<file path="src/rtl/bp_pkg.sv">
// Shared types and defaults for the branch update tracker in front of the
// 2-bit saturating branch predictor.
package bp_pkg;

    localparam int BP_DEPTH_DEF = 4;
    localparam int BP_CNT_W_DEF = 16;

    // One outstanding branch: filled is set once the predictor's answer lands.
    typedef struct packed {
        logic filled;
        logic pred;
    } bp_entry_t;

endpackage

</file>
<file path="src/rtl/bp_pred_fifo.sv">
// In-order store of outstanding branch predictions. A slot is reserved at
// fetch and filled one cycle later, when the predictor answers.
module bp_pred_fifo
    import bp_pkg::*;
#(
    parameter int DEPTH = BP_DEPTH_DEF,
    parameter int PTR_W = $clog2(DEPTH)
) (
    input  logic             clk,
    input  logic             reset,
    input  logic             clear,
    input  logic             reserve,
    input  logic             fill,
    input  logic             fill_pred,
    input  logic             pop,
    output logic [PTR_W:0]   count,
    output bp_entry_t        head,
    output logic             empty
);

    bp_entry_t        mem [DEPTH];
    logic [PTR_W-1:0] head_ptr;
    logic [PTR_W-1:0] tail_ptr;
    logic [PTR_W-1:0] fill_idx;

    // The tail has already moved past the slot reserved last cycle.
    assign fill_idx = tail_ptr - 1'b1;
    assign head     = mem[head_ptr];
    assign empty    = (count == '0);

    always_ff @(posedge clk or posedge reset) begin
        if (reset) begin
            head_ptr <= '0;
            tail_ptr <= '0;
            count    <= '0;
            for (int i = 0; i < DEPTH; i++) mem[i] <= '0;
        end else if (clear) begin
            head_ptr <= '0;
            tail_ptr <= '0;
            count    <= '0;
            for (int i = 0; i < DEPTH; i++) mem[i] <= '0;
        end else begin
            if (reserve) begin
                mem[tail_ptr] <= '0;
                tail_ptr      <= tail_ptr + 1'b1;
            end
            if (fill) begin
                mem[fill_idx] <= '{filled: 1'b1, pred: fill_pred};
            end
            // A pop only ever targets a filled head, so it never meets the fill slot.
            if (pop) begin
                mem[head_ptr].filled <= 1'b0;
                head_ptr             <= head_ptr + 1'b1;
            end
            case ({reserve, pop})
                2'b10:   count <= count + 1'b1;
                2'b01:   count <= count - 1'b1;
                default: count <= count;
            endcase
        end
    end

endmodule

</file>
<file path="src/rtl/branch_update_tracker.sv">
// Issues predictor lookups for fetched branches, matches predictions to
// in-order resolutions, flags mispredicts and schedules predictor training.
module branch_update_tracker
    import bp_pkg::*;
#(
    parameter int DEPTH = BP_DEPTH_DEF,
    parameter int PTR_W = $clog2(DEPTH),
    parameter int CNT_W = BP_CNT_W_DEF
) (
    input  logic             clk,
    input  logic             reset,
    input  logic             flush,
    input  logic             fetch_valid,
    output logic             fetch_ready,
    output logic             fetch_pred_valid,
    output logic             fetch_pred,
    input  logic             resolve_valid,
    input  logic             resolve_taken,
    output logic             resolve_ready,
    output logic             request,
    input  logic             prediction,
    output logic             result,
    output logic             taken,
    output logic             mispredict_valid,
    output logic             mispredict,
    output logic [CNT_W-1:0] resolved_cnt,
    output logic [CNT_W-1:0] mispred_cnt
);

    localparam logic [PTR_W:0] FULL_CNT = (PTR_W + 1)'(DEPTH);

    function automatic logic [CNT_W-1:0] sat_inc(input logic [CNT_W-1:0] v,
                                                 input logic en);
        return (en && !(&v)) ? v + 1'b1 : v;
    endfunction

    logic [PTR_W:0]   count;
    bp_entry_t        head;
    logic             empty;
    logic             full;
    logic             resolve_fire;
    logic             mis_now;

    logic             cap_pend_p1;
    logic             upd_pend;
    logic             upd_taken;
    logic             vld_p1;
    logic             mis_p1;
    logic [CNT_W-1:0] resolved_q;
    logic [CNT_W-1:0] mispred_q;

    assign full          = (count == FULL_CNT);
    assign fetch_ready   = !full && !flush;
    assign request       = fetch_valid && fetch_ready;
    // A resolved branch must train before the next one may resolve.
    assign resolve_ready = !empty && head.filled && !upd_pend && !flush;
    assign resolve_fire  = resolve_valid && resolve_ready;
    assign mis_now       = head.pred != resolve_taken;

    // The predictor ignores result while request is high, so lookups win.
    assign result           = upd_pend && !request;
    assign taken            = upd_taken;
    assign fetch_pred_valid = cap_pend_p1;
    assign fetch_pred       = prediction;
    assign mispredict_valid = vld_p1;
    assign mispredict       = mis_p1;
    assign resolved_cnt     = resolved_q;
    assign mispred_cnt      = mispred_q;

    bp_pred_fifo #(
        .DEPTH (DEPTH),
        .PTR_W (PTR_W)
    ) u_fifo (
        .clk       (clk),
        .reset     (reset),
        .clear     (flush),
        .reserve   (request),
        .fill      (cap_pend_p1),
        .fill_pred (prediction),
        .pop       (resolve_fire),
        .count     (count),
        .head      (head),
        .empty     (empty)
    );

    // p0 -> p1: lookup capture, resolve outcome and statistics
    always_ff @(posedge clk or posedge reset) begin
        if (reset) begin
            cap_pend_p1 <= 1'b0;
            upd_pend    <= 1'b0;
            upd_taken   <= 1'b0;
            vld_p1      <= 1'b0;
            mis_p1      <= 1'b0;
            resolved_q  <= '0;
            mispred_q   <= '0;
        end else begin
            cap_pend_p1 <= request && !flush;
            if (resolve_fire) begin
                upd_pend  <= 1'b1;
                upd_taken <= resolve_taken;
            end else if (result) begin
                upd_pend  <= 1'b0;
            end
            vld_p1 <= resolve_fire;
            if (resolve_fire) mis_p1 <= mis_now;
            resolved_q <= sat_inc(resolved_q, resolve_fire);
            mispred_q  <= sat_inc(mispred_q, resolve_fire && mis_now);
        end
    end

endmodule

</file>
<file path="config.mk">
export PLATFORM = sky130hd
export DESIGN_NAME = branch_update_tracker
export DESIGN_NICKNAME = d
export VERILOG_FILES = /design/src/rtl/bp_pkg.sv /design/src/rtl/bp_pred_fifo.sv /design/src/rtl/branch_update_tracker.sv
export SDC_FILE = /design/constraint.sdc
export NUM_CORES = 1
export LEC_CHECK = 0
export CAP_MARGIN = 40
export CORE_MARGIN = 8
export CORE_UTILIZATION = 43
export CTS_BUF_LIST = sky130_fd_sc_hd__clkbuf_8
export DETAILED_ROUTE_END_ITERATION = 12
export MAX_ROUTING_LAYER = met4
export PLACE_DENSITY = 0.68
export SYNTH_ARGS = -nofsm -noshare
export SYNTH_HDL_FRONTEND = slang
export SYNTH_SLANG_ARGS = --single-unit
</file>
<file path="constraint.sdc">
create_clock -name clk -period 5.3 [get_ports clk]
set_clock_uncertainty 0.1 [all_clocks]
set_input_delay 1.325 -clock clk [delete_from_list [all_inputs] [get_ports clk]]
set_output_delay 1.325 -clock clk [all_outputs]
set_load 0.005 [all_outputs]
</file>
==> impl_metrics.tcl <==
set metrics [dict create \
    cts_sinks 52 \
    grt_pass1_wl_um 9377 \
    drtPass1Iterations 4 \
    rsz0062_at_grt "false" \
    rows 28 \
    post_cts_resized 0 \
    cts_buffers 5 \
    synthFlopType "dfrtp_1" \
    dieHeight_um 94.49 \
    placed_area_um2 3198 \
    grt_pass1_vias 1890 \
    hold_path_depth 1 \
    core_area_um2 5956 \
    path_depth 3 \
    die_area_um2 8927 \
    fin_util_pct 55.23 \
    ioPinCount 48 \
    place_worst_setup_slack_ns 1.022 \
    synth-simple-area-share_pct 20.17 \
    synth_edf_count 0 \
    hold_viol 0 \
    final.setup.tns_ns 0 \
    seq_area_frac_synth_pct 49.13 \
    critPathKind "in2out" \
    synth_compound_area_share_pct 7.936 \
    dpl.hpwl_um 4176 \
    synth_fa_ha_area_share_pct 5.479 \
    clock_latency_ns 0.30 \
    power_density_nw_per_um2 247.0 \
    async_flop_share_pct 100.0 \
    drt_iter0_drc 71 \
    tightest_slew_ns 0.7261 \
    htree_levels 2 \
    num_vias 1935 \
    maxSlewViolCount 0 \
    synth_fp_nets 264 \
    max_stage_delay_ns 0.63 \
    cp-start-kind "input pin" \
    maxCapViolations 0 \
    outcome "finished clean" \
    netlist-cell-type-count 43 \
    p_leak_nw 1.412 \
    crit_fanout 10 \
    cts_tree "done" \
    cp_slowest_cell "clkdlybuf4s50_1" \
    crit_chain "clkdlybuf4s50_1 > a211oi_2 > clkdlybuf4s50_1" \
    via_per_inst 5.244 \
    cts.clk_slew.worst_paths_ns 0.09 \
    syn2layout_area_growth_pct 24.19 \
    finalCritPeriodShare_pct 80.45 \
    worst-path-buf-inv 2 \
    ant_nets 0 \
    required_ns 3.88 \
    synth_top_family_by_area "simple AND/OR/NAND/NOR gates" \
    crit_path_frequent_cell "clkdlybuf4s50_1" \
    seq_area_um2 1301 \
    worstPathArrival_ns 2.84 \
    reg2reg_setup_slack_ns 2.79 \
    initial_core_util_pct 44.47 \
    portBuffers 47 \
    hp-class "reg2reg" \
    slew-limit-headroom_pct 51.14 \
    worst_slack_ns 1.036 \
    syn_area_per_cell_um2 10.77 \
    final_area_um2 3289 \
    post_cts_buffers 0 \
    ff2ff_path_depth 7 \
    path_delay_family "buffers and inverters" \
    place_inst 362 \
    synth-xor-area-share_pct 9.872 \
    ctsHoldBuffers 0 \
    layout_min_cycle_time_ns 4.264 \
    syn_inst 246 \
    synth_warnings 0 \
    cts_buffer_depth 2 \
    ys_ff_latch 52 \
    synth_area_um2 2649 \
    nFillCells 550 \
    fmax_ghz 0.2345 \
    min_from "mispredict" \
    antenna_found_initial 0 \
    critPathCaptureType "output port" \
    fp.dieW_um 94.49 \
    routed_wl_um 5519 \
    gp_congestion 0.8636 \
    timing.rr.start "u_fifo.head_ptr[0]" \
    nNetsFinal 312 \
    synth.area.mux_share_pct 3.921 \
    overflow 0 \
    track_usage_pct 13.47 \
    num_antenna_cells 0 \
    multi_input_area_um2 1260 \
    drive_above_1_share_pct 8.503 \
    grt_max_degree 41 \
    routedWlPerCell_um 14.96 \
    cts-root-buf "clkbuf_8" \
    setup_viol_count_final 0 \
    critPathLaunch "flush" \
    vdd_drop_max_v 0.0001569 \
    stdcell_count 369 \
    drc_errors 0 \
]
==> registers in the layout (all words and copies together) (netlist names) <==
| signal | cells |
|---|---|
| fetch_pred_valid | 1 |
| mispred_cnt | 16 |
| mispredict | 1 |
| mispredict_valid | 1 |
| resolved_cnt | 16 |
| taken | 1 |
| u_fifo.count | 3 |
| u_fifo.head_ptr | 2 |
| u_fifo.mem | 8 |
| u_fifo.tail_ptr | 2 |
| upd_pend | 1 |
==> worst register-to-register path, cell delays in order, from the launching register on <==
cell and delay (ns):
dfrtp_1 0.48, mux4_2 0.59, nand3_4 0.25, nor2_1 0.12, fa_1 0.42, nor3_1 0.22
nor3_1 0.07, o31ai_1 0.18
==> metrics by stage <==
step	hold WS [ns]	total power, W
floorplan	0.3670	0.0005267
global placement	0.3600	0.0005873
detailed placement	0.3701	0.0005927
CTS	0.3913	0.0008269
global route	0.3993	0.0008607
finish	0.3885	0.0008125
==> metal layers <==
layer / vias up / GRT usage [%] / share of wire [%]
li1: 961 / - / -
met1: 921 / 17.12 / 46
met2: 49 / 20.74 / 47
met3: 4 / 3.095 / 6.0
met4: 0 / 4.421 / 0.96
met5: - / - / 0
==> synthesized netlist by cell type, types with 2 or more instances <==
cell | instances | area [um2]
a211oi_1 | 2 | 15.01
a21oi_1 | 9 | 45.04
a221oi_1 | 4 | 35.03
and3_1 | 3 | 18.77
and4_1 | 5 | 43.79
buf_2 | 2 | 10.01
buf_6 | 2 | 22.52
clkbuf_1 | 4 | 15.01
dfrtp_1 | 52 | 1301
ha_1 | 10 | 125.1
inv_1 | 10 | 37.54
mux2_2 | 4 | 45.04
nand2_1 | 31 | 116.4
nand3_1 | 22 | 110.1
nand4_1 | 8 | 50.05
nor2_1 | 11 | 41.29
nor2b_1 | 3 | 18.77
nor3_1 | 6 | 30.03
nor4_1 | 5 | 31.28
o31ai_1 | 3 | 22.52
or3_1 | 2 | 12.51
xnor2_1 | 18 | 157.7
xor2_1 | 10 | 87.58
==> layout by cell type, fill, tap and decap left out, types with 3 or more instances in the layout <==
cell type        synthesis  layout
a21oi_1                  9       9
a221oi_1                 4       4
and3_1                   3       3
and4_1                   5       5
clkbuf_8                 0       6
clkdlybuf4s50_1          0      47
dfrtp_1                 52      52
ha_1                    10      10
inv_1                   10       9
mux2_2                   4       4
nand2_1                 31      31
nand3_1                 22      22
nand4_1                  8       8
nor2_1                  11      11
nor2b_1                  3       3
nor3_1                   6       6
nor4_1                   5       5
o31ai_1                  3       3
xnor2_1                 18      18
xor2_1                  10      10
==> worst paths after layout <==
kind | to
worst max-delay path | request
worst min-delay path | mispredict
worst max register to register | u_fifo.count[2]
worst min register to register | mispredict
max in group asynchronous | resolved_cnt[13]
min in group asynchronous | upd_pend
==> logic make-up after synthesis <==
| group | count (synthesis) |
|---|---|
| xor+xnor | 29 |
| flops | 52 |
| compound gates | 26 |
| fa+ha+maj | 11 |
| simple gates | 102 |
| buf+inv | 19 |
| mux | 7 |
==> final cells by class <==
cell class	count	area share (%)
Clock inverter	1	0.2663
Inverter	10	1.141
Tap cell	75	2.853
Timing Repair Buffer	50	15.37
Sequential cell	52	39.56
Clock buffer	6	2.510
Multi-Input combinational cell	175	38.30
==> report_power, final <==
part	leakage (nW)	total (W)	internal, W	switching [W]
logic	0.649	0.000129	0.0000672	0.0000617
registers	0.716	0.000452	0.000423	0.0000296
clock network	0.0473	0.000231	0.000104	0.000127
(Power assumes the default switching activity.)
==> edit, RTL diff (config.mk and constraints unchanged) <==
Register the output `resolved_cnt` once more; this adds one clock of latency there. The other outputs are not delayed to match.
--- a/src/rtl/branch_update_tracker.sv
+++ b/src/rtl/branch_update_tracker.sv
@@ -65,5 +65,7 @@
     assign mispredict_valid = vld_p1;
     assign mispredict       = mis_p1;
-    assign resolved_cnt     = resolved_q;
+    always_ff @(posedge clk) begin
+        resolved_cnt <= resolved_q;
+    end
     assign mispred_cnt      = mispred_q;
 
Function: changed (Yosys sat finds a counterexample within 4 cycles, from zero or initial values and one cycle with reset high).
==> edit against the original RTL <==
  * Count of clock-buffer cells in the layout grew 6
  * Synthesized area grew 14%
  * Total power grew 50%
  * Setup slack lost 0.21 ns
  * Sequential cell count grew 16
  * Wire length grew 10%
  * Critical path depth grew 1
  * Cell area grew 16%
  * Via count grew 11%
  * Critical path type unchanged
  * Critical endpoint is now resolve_ready
  * Largest power group unchanged
==> edit: results (changes against the original RTL) <==
xor/xnor share of the synthesized area 8.14% (was 9.87%); hpwl dp 4320 um (was 4180 um); Cell variety after synth 48 (was 43); met1 Track Usage GR 15.5% (was 17.1%); Reg clk slew, reported paths 0.06 ns (was 0.09 ns); worst skew pair latency 0.34 ns (was 0.30 ns); P_comb 0.134 mW (was 0.129 mW); met3 GRT Util 4.40% (was 3.10%); Layout Nets 342 (was 312); met3 wire len 323 um (was 330 um); met2 Usage GRT 20.9% (was 20.7%); net count after synthesis 292 (was 264); Post-Synth Adder-Cell Area 4.82% (was 5.48%); met2 routed WL 2910 um (was 2600 um); wire length on met1 2760 um (was 2540 um); worst stage delay on the critical path 0.70 ns (was 0.63 ns); first-pass GRT wire length 10,400 um (was 9380 um); status completed (unchanged); routed wire length 6080 um (was 5520 um); ranking of synthesized cells by area dfrtp_1 43%, dfxtp_1 11%, xor2_1 4.9%, nand2_1 4.5%, ha_1 4.2% (was dfrtp_1 49%, xnor2_1 6.0%, ha_1 4.7%, nand2_1 4.4%, nand3_1 4.2%); P_seq 0.590 mW (was 0.452 mW); worst hold start resolved_q[11] (was mispredict); FFs w/ async S/R, synth 76.5% (was 100%); hold path depth 0 (was 1); CP Max Fanout 16 (was 10); GPL Wtd Cong 0.887 (was 0.864); Compound-Gate Fraction of Synth Area 6.40% (was 7.94%)
==> edit: changes by cell type after synthesis, moves of 3 or more <==
cell	before	now
nand2_1	31	36
xnor2_1	18	11
and4_1	5	1
buf_1	0	3
dfxtp_1	0	16
nor3_1	6	9
xor2_1	10	17
and3_1	3	6
==> edit: layout make-up <==
class	count	area share, %
clock inverter	4	1.87
multi-input combinational	186	34.1
tap	96	3.15
timing repair buffer	49	13.1
clock buffer	12	4.33
inverter	10	1.02
sequential	68	42.5
==> edit: through the flow <==
step | instances | util [%] | power, mW | cell area, um2 | setup WS [ns]
after floorplan | 274 | - | 0.665 | 3010 | 1.56
after global placement | 408 | 52.4 | 0.730 | 3560 | 0.855
after detailed placement | 409 | 52.7 | 0.735 | 3580 | 0.826
after CTS | 425 | 56.2 | 1.23 | 3810 | 0.829
after global routing | 425 | 56.2 | 1.27 | 3810 | 0.770
final | 425 | 56.2 | 1.22 | 3810 | 0.826
